## src/rtl/rca_pkg.sv

```systemverilog
// Shared constants for the nibble-serial adder: FSM encodings and the width
// of the reused 4-bit ripple-carry adder.
package rca_pkg;

  localparam int NIB_W = 4;

  localparam logic [1:0] IDLE = 2'd0;
  localparam logic [1:0] ADD  = 2'd1;
  localparam logic [1:0] HOLD = 2'd2;

endpackage

```

## src/rtl/ripple_carry_adder.sv

```systemverilog
// Existing 4-bit ripple-carry adder, purely combinational.
module ripple_carry_adder
  import rca_pkg::*;
(
  input  logic [NIB_W-1:0] a,
  input  logic [NIB_W-1:0] b,
  input  logic             cin,
  output logic [NIB_W-1:0] s,
  output logic             cout
);

  logic carry;

  always_comb begin
    s     = '0;
    carry = cin;
    for (int i = 0; i < NIB_W; i++) begin
      s[i]  = a[i] ^ b[i] ^ carry;
      carry = (a[i] & b[i]) | (carry & (a[i] ^ b[i]));
    end
    cout = carry;
  end

endmodule

```

## src/rtl/rca_word_sequencer.sv

```systemverilog
// Word-wide adder built by stepping one 4-bit ripple-carry adder over the
// operand nibbles, LSB first, with the carry registered between steps.
module rca_word_sequencer
  import rca_pkg::*;
#(
  parameter int WORD_W = 16
) (
  input  logic              clk,
  input  logic              rst_n,
  input  logic              in_valid,
  output logic              in_ready,
  input  logic [WORD_W-1:0] a,
  input  logic [WORD_W-1:0] b,
  input  logic              cin,
  output logic              out_valid,
  input  logic              out_ready,
  output logic [WORD_W-1:0] sum,
  output logic              cout,
  output logic              busy
);

  localparam int NUM_NIB = WORD_W / NIB_W;
  localparam int IDX_W   = (NUM_NIB > 1) ? $clog2(NUM_NIB) : 1;

  logic [1:0]        state;
  logic [IDX_W-1:0]  nib_idx;
  logic              carry_q;
  logic [WORD_W-1:0] a_q;
  logic [WORD_W-1:0] b_q;

  logic [NIB_W-1:0]  add_a;
  logic [NIB_W-1:0]  add_b;
  logic [NIB_W-1:0]  add_s;
  logic              add_co;
  logic              last_nib;

  assign add_a    = a_q[nib_idx*NIB_W +: NIB_W];
  assign add_b    = b_q[nib_idx*NIB_W +: NIB_W];
  assign last_nib = (nib_idx == IDX_W'(NUM_NIB - 1));

  ripple_carry_adder u_rca (
    .a    (add_a),
    .b    (add_b),
    .cin  (carry_q),
    .s    (add_s),
    .cout (add_co)
  );

  // Handshake flags decode from state alone; in_ready is also held low during reset.
  assign in_ready  = rst_n && (state == IDLE);
  assign out_valid = (state == HOLD);
  assign busy      = (state == ADD) || (state == HOLD);

  always_ff @(posedge clk) begin
    if (!rst_n) begin
      state   <= IDLE;
      nib_idx <= '0;
      carry_q <= 1'b0;
      a_q     <= '0;
      b_q     <= '0;
      sum     <= '0;
      cout    <= 1'b0;
    end else begin
      case (state)
        IDLE: begin
          if (in_valid) begin
            a_q     <= a;
            b_q     <= b;
            carry_q <= cin;
            nib_idx <= '0;
            sum     <= '0;
            cout    <= 1'b0;
            state   <= ADD;
          end
        end
        ADD: begin
          sum[nib_idx*NIB_W +: NIB_W] <= add_s;
          carry_q                     <= add_co;
          if (last_nib) begin
            cout  <= add_co;
            state <= HOLD;
          end else begin
            nib_idx <= nib_idx + 1'b1;
          end
        end
        HOLD: begin
          if (out_ready) begin
            state   <= IDLE;
            nib_idx <= '0;
          end
        end
        default: state <= IDLE;
      endcase
    end
  end

endmodule

```

## config.mk

```make
export PLATFORM = sky130hd
export DESIGN_NAME = rca_word_sequencer
export DESIGN_NICKNAME = d
export VERILOG_FILES = /design/src/rtl/rca_pkg.sv /design/src/rtl/ripple_carry_adder.sv /design/src/rtl/rca_word_sequencer.sv
export SDC_FILE = /design/constraint.sdc
export NUM_CORES = 1
export LEC_CHECK = 0
export CORE_AREA = 5 5 94 96
export CTS_CLUSTER_DIAMETER = 150
export DETAILED_ROUTE_END_ITERATION = 10
export DIE_AREA = 0 0 99 101
export SLEW_MARGIN = 20
export SYNTH_ARGS = -nofsm -noshare
export SYNTH_HDL_FRONTEND = slang
export SYNTH_SLANG_ARGS = --single-unit
export TNS_END_PERCENT = 5
```

## constraint.sdc

```tcl
create_clock -name clk -period 6.26 [get_ports clk]
set_input_delay 1.252 -clock clk [delete_from_list [all_inputs] [get_ports clk]]
set_output_delay 1.252 -clock clk [all_outputs]
set_load 0.02 [all_outputs]
```

# ---- Word-level counts from Yosys, hierarchy flattened
# Index checks and enable logic that the tools add are counted.
# Widths: inputs -> output; s select.
dict set report word_totals {
  register_bits 54
  input_bits 37
  output_inout_bits 20
  elab_cells 65
}
dict set report classes {
  n_addsub 2
  eq_ne 7
  shifts 4
  muxes 15
  n_bitwise 20
  reduce_logical 10
}
# op n
set op_table {}
lappend op_table {{$neg 4->34} 1}
lappend op_table {{$shift 4x34->16 const A} 1}
lappend op_table {{$shiftx 4x34->16} 1}
lappend op_table {{$pmux 16 s2} 1}
lappend op_table {{$shiftx 16x5->4} 2}
lappend op_table {{$bwmux 16} 1}
lappend op_table {{$mux 16} 1}
lappend op_table {{$pmux 2 s3} 2}
lappend op_table {{$mux 2} 5}
lappend op_table {{$and 1x1->1} 8}
lappend op_table {{$xor 1x1->1} 8}
lappend op_table {{$ne 2x2->1 const B} 3}
lappend op_table {{$reduce_and 3->1} 2}
lappend op_table {{$eq 2x2->1 const B} 2}
lappend op_table {{$or 1x1->1} 4}
lappend op_table {{$pmux 1 s2} 2}
lappend op_table {{$reduce_and 2->1} 2}
lappend op_table {{$reduce_and 4->1} 1}
lappend op_table {{$mux 1} 3}
lappend op_table {{$reduce_bool 3->1} 1}
lappend op_table {{$add 2x1->2 const B} 1}
lappend op_table {{$eq 2x1->1 const B} 1}
lappend op_table {{$logic_not 2->1} 1}
lappend op_table {{$ne 2x1->1 const B} 1}
lappend op_table {{3 further kinds} 3}

# ---- Logic depth before layout (Yosys ltp)
# Gate-level depths: netlist of run 1.
dict set report logic_depth {
  ltp_word 12
  depth_mapped 13
  mapped_depth_nobuf 12
}

# ---- By module
# Synthesis of run 1 repeated with hierarchy kept, for this count alone.
dict set report unflattened {
  hier_cells 304
  area_unflattened_um2 2661.3
}
# mod instances cells_per_inst area_each_um2 seq_area_each_um2
set by_module_without_submodules {}
lappend by_module_without_submodules {rca_word_sequencer 1 290 2543.7 1081.0}
lappend by_module_without_submodules {ripple_carry_adder 1 14 117.6 0.0}

# ---- Worst setup path before layout of run 1
# Ideal clock, no wire load.
dict set report synth_timing {
  path_kind {reg-to-reg}
  from {register nib_idx[0]}
  to {register sum[7]}
  t_arrival_ns 2.769
  t_required_ns 6.190
  slack_ns 3.420
  stages_incl_launch_ff 14
  n_path_buf 1
  path_cell_list {dfxtp_1 -> buf_4 -> mux4_2 -> inv_1 -> fa_1 -> inv_1 -> fa_1 -> inv_1 -> fa_1 -> inv_1 -> fa_1 -> and3_1 -> nand4_1 -> a21oi_1}
}
dict set report synth_via {
  elab_chain_cells 12
}
# item line_no
set synth_lines {}
lappend synth_lines {{start: declaration} rca_word_sequencer.sv:26} ;# logic [IDX_W-1:0] nib_idx;
lappend synth_lines {{start signal: assignment} rca_word_sequencer.sv:83} ;# nib_idx <= nib_idx + 1'b1;
lappend synth_lines {{$shiftx 16x5->4 (on tied branches)} {rca_word_sequencer.sv:37, rca_word_sequencer.sv:38}}
lappend synth_lines {{$xor 1x1->1} {ripple_carry_adder.sv:18, ripple_carry_adder.sv:19}}
lappend synth_lines {{$and 1x1->1} ripple_carry_adder.sv:19} ;# carry = (a[i] & b[i]) | (carry & (a[i] ^ b[i]));
lappend synth_lines {{$or 1x1->1} ripple_carry_adder.sv:19}
lappend synth_lines {{$and 1x1->1} ripple_carry_adder.sv:19}
lappend synth_lines {{$or 1x1->1} ripple_carry_adder.sv:19}
lappend synth_lines {{$and 1x1->1} ripple_carry_adder.sv:19}
lappend synth_lines {{$or 1x1->1} ripple_carry_adder.sv:19}
lappend synth_lines {{$xor 1x1->1} ripple_carry_adder.sv:18} ;# s[i] = a[i] ^ b[i] ^ carry;
lappend synth_lines {{$shiftx 4x34->16} rca_word_sequencer.sv:77} ;# sum[nib_idx*NIB_W +: NIB_W] <= add_s;
lappend synth_lines {{$bwmux 16 (*)} rca_word_sequencer.sv:77}
lappend synth_lines {{$pmux 16 s2 (*)} rca_word_sequencer.sv:64} ;# case (state)
lappend synth_lines {{end signal: indexed assignment} rca_word_sequencer.sv:77}
lappend synth_lines {{end: declaration} rca_word_sequencer.sv:17} ;# output logic [WORD_W-1:0] sum,
# Mark *: on every way between the ends. The rest lies on a longest branch, timed or not.
# A chain may end at the register's enable or synchronous reset.

# ---- Final worst setup path of run 1
dict set report layout_timing {
  from {input port rst_n}
  to {output port in_ready}
}
dict set report layout_via {
  elab_chain_cells 1
}
# item line_no
set layout_lines {}
lappend layout_lines {{start: declaration} rca_word_sequencer.sv:9} ;# input logic rst_n,
lappend layout_lines {{$logic_and 1x1->1} rca_word_sequencer.sv:50} ;# assign in_ready = rst_n && (state == IDLE);
lappend layout_lines {{end: declaration} rca_word_sequencer.sv:11} ;# output logic in_ready,
# No other way between the ends.

==> results.json, run 1 <==
{
  "worstPathArrival_ps": 2460,
  "utilization_pct": 42.03,
  "cts_inserted_buffers": 5,
  "areaGrowthSynthToFinish_pct": 23.99,
  "gp_congestion": 0.7192,
  "cp-start-kind": "input pin",
  "grt-ovfl-total": 0,
  "htreeDepth": 2,
  "num_rows": 33,
  "synth_warnings": 0,
  "relSlewSlack_pct": 31.16,
  "rsz0062_at_grt": "no",
  "n_antenna_cell": 0,
  "ys_types": 33,
  "nets": 395,
  "endpoint_kind": "primary output",
  "drtPass1Iterations": 4,
  "cts_tree": "yes",
  "synth_seq_area_share_pct": 40.02,
  "cts_setup_buffers": 0,
  "routed_wl_mm": 5.878,
  "coreArea_um2": 7969,
  "synth.avg_cell_area_um2": 8.915,
  "holdCritPathClass": "register to register",
  "syn-cell-area_um2": 2701,
  "ant_nets": 0,
  "synth_top_area_share_pct": 40.02,
  "cts_resized": 0,
  "place_inst": 443,
  "synth.area.top_cells": "dfxtp_1 (40%), nand2_1 (9.3%), a21oi_1 (9.1%), mux4_2 (6.7%), buf_6 (3.8%)",
  "synthCells": 303,
  "fp.dieW_um": 99,
  "synth-edff-count": 0,
  "antenna_found_initial": 0,
  "layout_min_cycle_time_ps": 3710,
  "irDropWorstVdd_v": 0.00007428,
  "via_count": 2219,
  "fin_skew_ps": 7.264,
  "synth_fp_nets": 352,
  "ys_ff_latch": 54,
  "cts_root_buf": "clkbuf_8",
  "io_pins": 57,
  "die_h_um": 101,
  "clkLatencyLatePin_ps": 310,
  "power_density_nw_per_um2": 210.7,
  "instances_no_fill": 452,
  "drive_gt1_share_pct": 6.916,
  "synth_flop_cell": "dfxtp_1",
  "wl_per_cell_um": 13.00,
  "initial_utilization_pct": 33.90,
  "grtUsageTotal_pct": 11.95,
  "port_buffers": 56,
  "cts.reportedPaths.clkPinSlew_ps": 100,
  "fmax_mhz": 269.6,
  "stdcell_area_um2": 3349,
  "setup_violations": 0,
  "worst_ep_required_time_ps": 5010,
  "place_area_um2": 3234,
  "worst_pin_slew_ps": 1030,
  "grt_max_degree": 55,
  "async_flop_share_pct": 0,
  "post-route-drc-count": 0,
  "critPathKind": "input pin to primary output",
  "period_share_pct": 59.26,
  "slew_violations": 0,
  "yosys.area.top_type": "dfxtp_1",
  "drtIter0Drc": 115,
  "grt_pass1_wl_mm": 9.804,
  "hold_buffers": 0,
  "clock_path_buffers": 2,
  "die_area_um2": 9999,
  "cts_sinks": 54,
  "power_w": 0.0007059,
  "finalHoldViolations": 0,
  "hpwlAfterDp_mm": 4.241,
  "max_cap_viol_count": 0,
  "cp_max_fo": 2,
  "grt_pass1_vias": 2137,
  "outcome": "finished clean",
  "via_per_inst": 4.909,
  "leakage_nw": 1.199,
  "tns_ps": 0
}
-- worst paths after layout --
kind	to	slack, ps	cells after the start	start
max	in_ready	2550	3	rst_n
min	a_q[9]	460	2	a_q[9]
max reg2reg	sum[7]	2730	12	nib_idx[0]
min reg2reg	a_q[9]	460	2	a_q[9]
-- layout by cell type, fill, tap and decap left out, types with 3 or more instances in the layout --
cell type        count
mux4_2               8
nor3_1               3
fa_1                 4
dfxtp_1             54
nand2_1             67
a21oi_1             49
nand2b_1             5
and3b_1              6
o21ai_0              7
inv_1               12
nor2b_1              7
a31oi_1              4
nand4_1             15
o21ai_1              9
clkdlybuf4s50_1     56
o31ai_1              3
nand4b_1             5
clkbuf_8             6
ha_1                 8
-- area by class of cell --
type / count / area (um2)
inverters: 13 / 48.80
repair buffers: 57 / 575.6
multi-input cells: 215 / 1413
fillers: 783 / 4619
flip-flops and latches: 54 / 1081
clock buffers: 6 / 82.58
clock inverters: 2 / 17.52
well taps: 105 / 131.4
-- state kept, by name, indices dropped and copies added, names as in the netlist --
| signal | flops |
|---|---|
| cout | 1 |
| a_q | 16 |
| carry_q | 1 |
| state | 2 |
| sum | 16 |
| nib_idx | 2 |
| b_q | 16 |
-- where the power goes --
group,internal (W),switching [W]
combinational,0.0000615,0.0000667
sequential,0.000359,0.0000107
clock,0.0000913,0.000117
-- metal layers --
metal	GRT usage [%]	wire, um
met1	15.96	2912
met2	19.27	2631
met4	2.836	50
met3	3.253	283
met5	0	0
-- per-stage QoR --
| step | hold WS [ps] | setup WS, ps |
|---|---|---|
| finish | 458.0 | 2550 |
| global route | 482.5 | 2401 |
| CTS | 457.7 | 2541 |
| detailed placement | 443.1 | 2541 |
| global placement | 438.6 | 2551 |
| floorplan | 433.1 | 3420 |
-- logic make-up (layout without fill, tap and decap cells) --
| kind of cell | Yosys count | count (layout) | synth area share (%) |
|---|---|---|---|
| compound gates | 73 | 73 | 14.27 |
| fa+ha+maj | 12 | 12 | 6.670 |
| buf+inv | 34 | 78 | 7.688 |
| flops | 54 | 54 | 40.02 |
| mux | 11 | 11 | 8.430 |
| simple gates | 119 | 119 | 22.93 |
-- cells in the mapped netlist (5+ instances only) --
master / count
nand4b_1: 5
nand2_1: 67
nor2b_1: 7
clkbuf_1: 6
o21ai_0: 7
and3b_1: 6
dfxtp_1: 54
o21ai_1: 9
nand4_1: 15
buf_6: 9
mux4_2: 8
ha_1: 8
nand2b_1: 5
a21oi_1: 49
inv_1: 12
-- critical path, cell delays in order --
cell	delay (ps)
clkdlybuf4s50_1	480
and2_1	120
clkdlybuf4s50_1	600
Power figures use the tool's default switching activity.
==> run 2: changes to the inputs <==
Clock period 6.26 ns to 3.7 ns, I/O delays scaled along.
==> run 2 against run 1 <==
Against the previous run:
- cell count grew 0.44%
- first-iteration DRC count increased by 52%
- clock skew up 2.8 ps
- clock-buffer cell count shrank 1
- via count decreased by 0.59%
- sequential share of layout area about the same
- cell area hardly changed
- non-clock buffer count grew 2
- routed wire length increased by 2.3%
- combinational power rose by 74%
- largest cell class unchanged
==> results.json, run 2 (synthesis results as in run 1) <==
{
  "outcome": "finished clean",
  "fp.dieW_um": 99,
  "grtUsageTotal_pct": 12.17,
  "io_pins": 57,
  "p_int_w": 0.0008484,
  "via_per_inst": 4.859,
  "port_buffers": 56,
  "nets": 397,
  "leakage_nw": 1.201,
  "r2r-end": "sum[7]",
  "regArea_um2": 1081,
  "rrSetupSlack_ps": 690,
  "place_ws_ps": 712.5,
  "n_antenna_cell": 0,
  "initial_utilization_pct": 33.90,
  "cts_inserted_buffers": 5,
  "wl_per_cell_um": 13.25,
  "setup_violations": 0,
  "slew_violations": 0,
  "period_share_pct": 81.34,
  "drtIter0Drc": 175,
  "clock_path_buffers": 2,
  "multi_input_area_um2": 1413,
  "fmax_mhz": 332.3,
  "fin_skew_ps": 10.04,
  "finalHoldViolations": 0,
  "grt_pass1_vias": 2178,
  "endpoint_kind": "register",
  "power_density_nw_per_um2": 353.0,
  "coreArea_um2": 7969,
  "hold_start": "b_q[3]",
  "seq_power_share_pct": 52.6,
  "cts_tree": "yes",
  "areaGrowthSynthToFinish_pct": 24.04,
  "worstPathArrival_ps": 3240,
  "n_fill_cell": 788,
  "grt_max_degree": 55,
  "grt_pass1_wl_mm": 10.12,
  "power_switching_share_pct": 28.27,
  "setup_ws_ps": 690.5,
  "die_area_um2": 9999,
  "grt-ovfl-total": 0,
  "hpwlAfterDp_mm": 4.420,
  "layout_commonest_cell": "nand2_1",
  "worst-r2r-cell-count": 10,
  "cts.reportedPaths.clkPinSlew_ps": 100,
  "layout_common_cells": "nand2_1 (67), clkdlybuf4s50_1 (56), dfxtp_1 (54)",
  "gp_congestion": 0.7483,
  "holdCritPathClass": "register to register",
  "antenna_found_initial": 0,
  "via_count": 2206,
  "die_h_um": 101,
  "cts_sinks": 54,
  "drtPass1Iterations": 4,
  "cts_resized": 0,
  "max_cap_viol_count": 0,
  "whs_endpoint": "b_q[3]",
  "drive_gt1_share_pct": 7.450,
  "layout_min_cycle_time_ps": 3010,
  "tns_ps": 0,
  "cp-start-kind": "register",
  "critPathKind": "register to register",
  "switchingPower_w": 0.0003344,
  "reg.largest.list": "a_q x16, b_q x16, sum x16",
  "worst_pin_slew_ps": 1005,
  "cts_root_buf": "clkbuf_8",
  "hold_buffers": 0,
  "num_rows": 33,
  "rsz0062_at_grt": "no",
  "p_clk_share_pct": 28.5,
  "cts_setup_buffers": 0,
  "post-route-drc-count": 0,
  "ant_nets": 0,
  "p_comb_share_pct": 18.8,
  "cp_max_fo": 18,
  "routed_wl_mm": 6.016,
  "r2r_start": "nib_idx[0]",
  "min_path_cells": 2,
  "worst_ep_required_time_ps": 3930,
  "clkLatencyLatePin_ps": 310,
  "irDropWorstVdd_v": 0.0001634,
  "relSlewSlack_pct": 32.82,
  "htreeDepth": 2
}
-- run 2: metal layers --
metal | vias up | GRT usage, % | part of all wire [%]
met1 | 1008 | 16.72 | 50
met5 | - | 0 | 0
met3 | 5 | 3.253 | 5.4
met4 | 0 | 2.836 | 0.88
li1 | 1142 | - | -
met2 | 51 | 19.11 | 44
-- run 2: worst max-delay path by stage --
stage / end / slack (ps) / start
2_1_floorplan: sum[7] / 860 / nib_idx[0]
3_3_place_gp: sum[11] / 770 / nib_idx[0]
3_5_place_dp: sum[7] / 710 / nib_idx[0]
4_1_cts: sum[7] / 680 / nib_idx[0]
5_1_grt: sum[7] / 450 / nib_idx[0]
6_report: sum[7] / 690 / nib_idx[0]
-- run 2: critical path, cell delays in order (launching register included) --
cell and delay, ps:
dfxtp_1 410, buf_4 290, mux4_2 550, fa_1 430
inv_1 80, fa_1 160, inv_1 50, fa_1 560
and3_1 170, nand4_1 90, a21oi_1 140
-- run 2: layout make-up --
| cell class | count | share of cell area (%) |
|---|---|---|
| inverter | 13 | 1.456 |
| clock inverter | 3 | 0.7468 |
| clock buffer | 5 | 2.054 |
| timing repair buffer | 59 | 17.40 |
| sequential | 54 | 32.26 |
| tap | 105 | 3.921 |
| multi-input combinational | 215 | 42.16 |
-- run 2: through the flow --
stage	area [um2]	hold WS, ps	utilization (%)	std cells	total power [W]
final	3351	461.9	42.05	454	0.001183
after CTS	3351	462.0	42.05	454	0.001200
after floorplan	2701	433.1	-	303	0.0007932
after detailed placement	3257	446.7	40.87	446	0.0008595
after global routing	3351	473.4	42.05	454	0.001244
after global placement	3257	441.1	40.87	446	0.0008563
-- run 2: power groups by stage --
stage / Combinational (W) / Sequential, W / Clock (W)
finish: 0.000223 / 0.000622 / 0.000338
global route: 0.000247 / 0.000625 / 0.000372
CTS: 0.000224 / 0.000623 / 0.000354
detailed placement: 0.000224 / 0.000636 / 0
global placement: 0.000221 / 0.000636 / 0
floorplan: 0.000161 / 0.000632 / 0
==> run 3: changes to the inputs <==
Clock period 3.7 ns to 3.1 ns, I/O delays scaled along.
==> run 3 against run 2 <==
Against the previous run:
- clock power is 38% higher
- flip-flop and latch count stayed put
- routed wire length is 3.2% higher
- critical path type unchanged
- largest cell class unchanged
- largest power group unchanged
- highest routed layer is now met3
==> results.json, run 3 (synthesis results as in run 1) <==
{
  "drive_gt1_share_pct": 8.499,
  "worstPathArrival_ps": 3050,
  "worst_ep_required_time_ps": 3340,
  "layout_commonest_cell": "nand2_1",
  "power_switching_share_pct": 26.01,
  "clock_path_buffers": 2,
  "outcome": "finished clean",
  "place_inst": 450,
  "gp_congestion": 0.7567,
  "p_comb_share_pct": 18.3,
  "cts_sinks": 54,
  "setup_violations": 0,
  "ant_nets": 0,
  "grt_pass1_vias": 2283,
  "n_antenna_cell": 0,
  "hpwlAfterDp_mm": 4.626,
  "utilization_pct": 42.64,
  "clkLatencyLatePin_ps": 300,
  "initial_utilization_pct": 33.90,
  "finalHoldViolations": 0,
  "reg.largest.list": "a_q x16, b_q x16, sum x16",
  "coreArea_um2": 7969,
  "instances_no_fill": 458,
  "via_per_inst": 5.002,
  "layout_common_cells": "nand2_1 (67), clkdlybuf4s50_1 (56), dfxtp_1 (53)",
  "worst-r2r-cell-count": 12,
  "grtUsageTotal_pct": 12.79,
  "switchingPower_w": 0.0003845,
  "fmax_mhz": 355.0,
  "worst_pin_slew_ps": 755.1,
  "n_fill_cell": 797,
  "relSlewSlack_pct": 49.66,
  "cts_root_buf": "clkbuf_8",
  "period_share_pct": 90.86,
  "num_rows": 33,
  "leakage_nw": 1.228,
  "wl_per_cell_um": 13.56,
  "place_area_um2": 3287,
  "die_area_um2": 9999,
  "stdcell_area_um2": 3398,
  "fp.dieW_um": 99,
  "holdCritPathClass": "register to register",
  "grt-ovfl-total": 0,
  "cp_max_fo": 4,
  "cts_inserted_buffers": 5,
  "layout_min_cycle_time_ps": 2817,
  "grt_pass1_wl_mm": 10.63,
  "timing.hold.ws_ps": 459.3,
  "via_count": 2291,
  "port_buffers": 56,
  "areaGrowthSynthToFinish_pct": 25.80,
  "critPathKind": "register to register",
  "irDropWorstVdd_v": 0.0002701,
  "cts.reportedPaths.clkPinSlew_ps": 90,
  "p_clk_share_pct": 31.5,
  "drtPass1Iterations": 4,
  "cts_tree": "yes",
  "fin_skew_ps": 8.341,
  "p_int_w": 0.001093,
  "routed_wl_mm": 6.209,
  "rsz0062_at_grt": "no",
  "nets": 401,
  "cp-start-kind": "register",
  "power_density_nw_per_um2": 434.9,
  "post-route-drc-count": 0,
  "antenna_found_initial": 0,
  "endpoint_kind": "register",
  "seq_power_share_pct": 50.2,
  "drtIter0Drc": 97,
  "max_cap_viol_count": 0,
  "regArea_um2": 1082,
  "min_path_cells": 2,
  "io_pins": 57,
  "tns_ps": 0,
  "multi_input_area_um2": 1413,
  "slew_violations": 0,
  "grt_max_degree": 33,
  "htreeDepth": 2,
  "die_h_um": 101
}
[run 3: cell types whose count changed in the layout (fill, tap and decap cells not counted), sizes merged]
cell,before,now
buf,3,7
bufinv,0,1
clkbuf,5,6
clkinv,1,0
inv,14,13
[run 3: worst paths after layout]
path,endpoint,slack (ps),startpoint
setup / recovery,sum[7],280,nib_idx[0]
hold / removal,a_q[10],460,a_q[10]
setup reg to reg,sum[7],280,nib_idx[0]
hold reg to reg,a_q[10],460,a_q[10]
[run 3: metal layers]
metal,global-route usage [%],part of all wire (%)
met5,0,0
met4,3.466,0
met3,3.460,6.1
met2,20.45,46
met1,17.05,48
[run 3: cell type report]
class | count | area share (%)
sequential | 54 | 31.85
timing repair buffer | 63 | 18.04
inverter | 13 | 1.436
clock buffer | 6 | 2.135
tap | 105 | 3.866
clock inverter | 2 | 1.105
multi-input combinational | 215 | 41.57
[run 3: timing repair]
item,CTS,global route
gates resized for setup,0,1
endpoints found under the hold margin,0,0
hold buffers,0,0
endpoints found under the setup margin,0,2
buffers inserted,0,0
[run 3: power groups by stage]
| stage | Sequential (W) | Clock (W) | Combinational (W) |
|---|---|---|---|
| after detailed placement | 0.000759 | 0 | 0.000273 |
| after global routing | 0.000746 | 0.000509 | 0.000302 |
| after CTS | 0.000743 | 0.000480 | 0.000274 |
| after floorplan | 0.000754 | 0 | 0.000193 |
| after global placement | 0.000758 | 0 | 0.000268 |
| final | 0.000742 | 0.000465 | 0.000271 |
[run 3: worst max-delay path: stages (launching register included)]
cell and delay (ps):
dfxtp_2 370, mux4_2 500, inv_1 90, fa_1 160, inv_1 50, fa_1 360
inv_1 80, fa_1 150, inv_1 50, fa_1 550, and3_1 170, nand4_1 90
a21oi_1 140
[run 3: through the flow]
step                power (W)  setup slack (ps)
CTS                  0.001496             208.5
global route         0.001557             10.24
detailed placement   0.001032             231.6
finish               0.001478             283.3
floorplan           0.0009467             260.3
global placement     0.001026             296.2
